`src/rtl/fetch_stage.sv`:
```
// Fetch stage: owns the PC, issues one outstanding I-side request, buffers one instruction.
// Optional `FETCH_PERF_EN adds a saturating memory-wait cycle counter (fetch_wait_cycles).
module fetch_stage #(
  parameter int                    DATA_WIDTH = 32,
  parameter logic [DATA_WIDTH-1:0] RESET_PC   = '0
) (
  input  logic                  clk,
  input  logic                  rst,
  input  logic                  stall_f,
  input  logic                  redirect_e,
  input  logic [DATA_WIDTH-1:0] PCTarget_e,
  output logic                  imem_req,
  output logic [DATA_WIDTH-1:0] imem_addr,
  input  logic                  imem_ready,
  input  logic [DATA_WIDTH-1:0] imem_rdata,
  output logic [DATA_WIDTH-1:0] read_data_f,
  output logic [DATA_WIDTH-1:0] PC_f,
  output logic [DATA_WIDTH-1:0] PCPlus4_f,
  output logic                  valid_f
`ifdef FETCH_PERF_EN
  ,
  output logic [31:0]           fetch_wait_cycles
`endif
);

  // state  | meaning
  // S_RUN  | normal fetch, request issued whenever the buffer can accept
  // S_DRAIN| redirect hit an outstanding request; its response is discarded
  typedef enum logic {S_RUN, S_DRAIN} state_t;

  localparam logic [DATA_WIDTH-1:0] PC_STEP = DATA_WIDTH'(4);

  state_t                state_q, state_d;
  logic [DATA_WIDTH-1:0] pc_q, pc_d;
  logic [DATA_WIDTH-1:0] target_q, target_d;
  logic [DATA_WIDTH-1:0] rdata_d, pcf_d, pc4_d;
  logic                  valid_d;
  logic                  req;

  // Request is suppressed in the reset cycle so nothing is issued from a stale PC.
  assign req       = !rst && ((state_q == S_DRAIN) || !valid_f || !stall_f);
  assign imem_req  = req;
  assign imem_addr = pc_q;

  always_comb begin
    state_d  = state_q;
    pc_d     = pc_q;
    target_d = target_q;
    rdata_d  = read_data_f;
    pcf_d    = PC_f;
    pc4_d    = PCPlus4_f;
    valid_d  = valid_f;
    case (state_q)
      S_RUN: begin
        if (redirect_e) begin
          valid_d = 1'b0;
          if (req && !imem_ready) begin
            target_d = PCTarget_e;
            state_d  = S_DRAIN;
          end else begin
            pc_d = PCTarget_e;
          end
        end else if (req && imem_ready) begin
          rdata_d = imem_rdata;
          pcf_d   = pc_q;
          pc4_d   = pc_q + PC_STEP;
          valid_d = 1'b1;
          pc_d    = pc_q + PC_STEP;
        end else if (valid_f && !stall_f) begin
          valid_d = 1'b0;
        end
      end
      S_DRAIN: begin
        valid_d = 1'b0;
        if (redirect_e) target_d = PCTarget_e;
        // A redirect coinciding with the dropped response still wins over the stored target.
        if (imem_ready) begin
          pc_d    = redirect_e ? PCTarget_e : target_q;
          state_d = S_RUN;
        end
      end
      default: state_d = S_RUN;
    endcase
  end

  always_ff @(posedge clk) begin
    if (rst) begin
      state_q     <= S_RUN;
      pc_q        <= RESET_PC;
      target_q    <= '0;
      read_data_f <= '0;
      PC_f        <= '0;
      PCPlus4_f   <= '0;
      valid_f     <= 1'b0;
    end else begin
      state_q     <= state_d;
      pc_q        <= pc_d;
      target_q    <= target_d;
      read_data_f <= rdata_d;
      PC_f        <= pcf_d;
      PCPlus4_f   <= pc4_d;
      valid_f     <= valid_d;
    end
  end

`ifdef FETCH_PERF_EN
  always_ff @(posedge clk) begin
    if (rst) begin
      fetch_wait_cycles <= '0;
    end else if (req && !imem_ready && (fetch_wait_cycles != 32'hFFFF_FFFF)) begin
      fetch_wait_cycles <= fetch_wait_cycles + 32'd1;
    end
  end
`endif

endmodule

```
`config.mk`:
```
export PLATFORM = sky130hd
export DESIGN_NAME = fetch_stage
export DESIGN_NICKNAME = d
export VERILOG_FILES = /design/src/rtl/fetch_stage.sv
export SDC_FILE = /design/constraint.sdc
export NUM_CORES = 1
export LEC_CHECK = 0
export ABC_CLOCK_PERIOD_IN_PS = 3300
export BUFFER_PORTS_ARGS = -buffer_cell sky130_fd_sc_hd__buf_4
export CAP_MARGIN = 25
export CORE_MARGIN = 1
export CORE_UTILIZATION = 45
export DETAILED_ROUTE_END_ITERATION = 8
export GPL_TIMING_DRIVEN = 1
export PLACE_DENSITY = 0.79
export SLEW_MARGIN = 20
export SYNTH_ARGS = -nofsm -noshare
export SYNTH_HDL_FRONTEND = slang
export SYNTH_SLANG_ARGS = --single-unit
```
`constraint.sdc`:
```
create_clock -name clk -period 3.3 [get_ports clk]
set_input_delay 0.66 -clock clk [delete_from_list [all_inputs] [get_ports clk]]
set_output_delay 0.66 -clock clk [all_outputs]
set_load 0.02 [all_outputs]
```
==> flow_metrics.tcl <==
set metrics [dict create \
    die_area_um2 16300 \
    max_slew_margin_pct 42.7 \
    maxCapViolations 0 \
    hold_path_depth 2 \
    outcome "completed" \
    setup_viol 0 \
    multi_input_area_um2 3510 \
    io_buffers 198 \
    gp_congestion 0.867 \
    synthToLayoutAreaGrowth_pct 31.5 \
    drt-initial-drc-count 501 \
    root_buffer "clkbuf_16" \
    syn_avg_cell_area_um2 7.87 \
    antenna_cells 0 \
    grt_max_degree 82 \
    grt_pass1_wl_um 33100 \
    clk_pin_slew_ns 0.06 \
    cp.required_ns 3.64 \
    min-delay-start "target_q[19]$_SDFFE_PP0P_" \
    leakage_nw 3.68 \
    cellPowerDensity_nw_per_um2 538 \
    regArea_um2 3200 \
    die_y_um 128 \
    grt_pass1_vias 6297 \
    worst_pin_slew_ns 0.859 \
    ys_ff_latch 160 \
    final_cells 1289 \
    max_freq_mhz 411 \
    synth.distinct_cells 65 \
    ys.flop_type "dfxtp_1" \
    r2r_cells 6 \
    numCtsBuffers 17 \
    ant_nets 0 \
    drive_above_1_share_pct 25.0 \
    dr.pass1.iters 5 \
    finalCritPeriodShare_pct 73.7 \
    crit_buf_inv 0 \
    cts_tree "yes" \
    clock-sinks 160 \
    antenna_found_initial 0 \
    synth_nets 975 \
    fin_setup_tns_ns 0 \
    nets 1136 \
    overflow 0 \
    rrSetupSlack_ns 0.87 \
    cp-startpoint "imem_addr[3]$_SDFFE_PP0P_" \
    h-tree-depth 4 \
    min_period_ns 2.43 \
    dp.cells 1258 \
    synth.area.top_cells "dfxtp_1, nand2_1, a21oi_1, nor2_1, a211oi_1" \
    cp.depth 6 \
    clockBufferDepth 2 \
    core_um2 15300 \
    async_flop_share_pct 0 \
    synth.most_common_cell "nand2_1" \
    cts.repair.resized 0 \
    finalWirelength_um 21200 \
    cp_slowest_cell "nor4_2" \
    crit_path_end_kind "register" \
    grt_util_all_layers_pct 25.9 \
    crit_arrival_ns 2.77 \
    skew_ns 0.00843 \
    start_util_pct 46.5 \
    holdBufCountCts 0 \
    rsz0062_at_grt "no" \
    via_per_inst 5.43 \
    die_w_um 128 \
    ys.warnings.count 0 \
    yosysTopAreaCell "dfxtp_1" \
    r2r_start "imem_addr[3]$_SDFFE_PP0P_" \
    worstHoldPathType "reg -> reg" \
    crit_type "reg -> reg" \
    path_cells "ha_1, nand4_2, nor4_2, nand4_1, xor2_1, a211oi_1" \
    vias 7003 \
    netlist.area_leader.share_pct 45.0 \
    cp_slowest_stage_delay_ns 0.59 \
    hpwlAfterDp_um 14800 \
    num_rows 45 \
    synth_common_cells "nand2_1, dfxtp_1, a21oi_1" \
    clk_latency_ns 0.42 \
    netlist_area_um2 7120 \
    n_fill_cell 1405 \
    routedWlPerCell_um 16.4 \
    seq_area_frac_synth_pct 45.0 \
    ir_drop_v 0.000380 \
    path_max_fanout 7 \
    slew_viol_final 0 \
    hold_viol_final 0 \
    io_pins 199 \
    synth_edf_count 0 \
    cp_top_family "simple AND/OR/NAND/NOR gates" \
    drc 0 \
    crit_path_start_kind "register" \
    synth_cells 905 \
    cts_setup_buffers 0 \
]
## sequential cells by signal, summed over array words and instances (netlist names)
signal / cells
target_q: 32
imem_addr: 32
state_q: 1
read_data_f: 32
PC_f: 32
PCPlus4_f: 30
valid_f: 1
## metal layers
layer	routed length (um)	vias up	GRT usage [%]
met4	523	0	9.90
met2	9740	283	38.7
met5	0	-	0
met1	9430	3238	35.8
li1	-	3441	-
met3	1500	41	6.59
## cell type report
type	instances	share of cell area, %
Sequential cell	160	34.2
Inverter	6	0.240
Tap cell	211	2.82
Clock buffer	21	4.92
Multi-Input combinational cell	663	37.5
Clock inverter	10	2.47
Timing Repair Buffer	218	17.9
## layout by cell type, fill, tap and decap left out, drive strengths merged, types with 6 or more instances in the layout
| cell type | count |
|---|---|
| nand2 | 239 |
| buf | 218 |
| dfxtp | 160 |
| a21oi | 129 |
| nor2 | 59 |
| o21ai | 31 |
| a211oi | 30 |
| clkbuf | 21 |
| nand3 | 17 |
| xnor2 | 16 |
| and3 | 16 |
| nand4 | 14 |
| mux2i | 11 |
| o211ai | 11 |
| nor3 | 11 |
| xor2 | 10 |
| bufinv | 7 |
| nor4 | 7 |
| or3 | 7 |
| inv | 6 |
## worst min-delay path: cells and delay by family, from the launching register on
kind | cells | cell delay (ns)
flops | 1 | 0.30
compound gates | 1 | 0.05
simple gates | 1 | 0.05
## stage by stage
step           power, mW  utilization (%)  worst slack, ns  hold WS (ns)  instance area (um^2)
6_report            5.04             61.2            0.869         0.448                  9370
5_1_grt             5.21             61.2            0.682         0.462                  9370
4_1_cts             5.05             61.2            0.903         0.450                  9370
3_5_place_dp        2.77             56.6            0.761         0.442                  8670
3_3_place_gp        2.75             56.6            0.844         0.437                  8670
2_1_floorplan       2.50                -             1.17         0.432                  7120
## power by group
group          internal, mW  leakage, nW  switching, mW  total, mW
sequential             2.01         1.30          0.101       2.12
combinational         0.256         2.04          0.361      0.617
clock                  1.53        0.333          0.772       2.30
total                  3.80         3.68           1.23       5.04
## final timing paths
kind | to
setup / recovery | PCPlus4_f[24]$_SDFFE_PP0P_
setup reg to reg | PCPlus4_f[24]$_SDFFE_PP0P_
hold reg to reg | target_q[19]$_SDFFE_PP0P_
hold / removal | target_q[19]$_SDFFE_PP0P_
## cells by family (layout without fill, tap and decap cells)
family | count (synthesis) | count (layout) | synth area share, %
buffers and inverters | 82 | 255 | 5.92
XOR/XNOR | 26 | 26 | 3.20
flip-flops | 160 | 160 | 45.0
adder cells (fa/ha/maj) | 1 | 1 | 0.176
AND/OR/NAND/NOR | 390 | 390 | 24.4
AO/OA/AOI/OAI | 233 | 233 | 19.4
multiplexers | 13 | 13 | 1.86
Note: power is estimated with default switching activity, not from simulation.
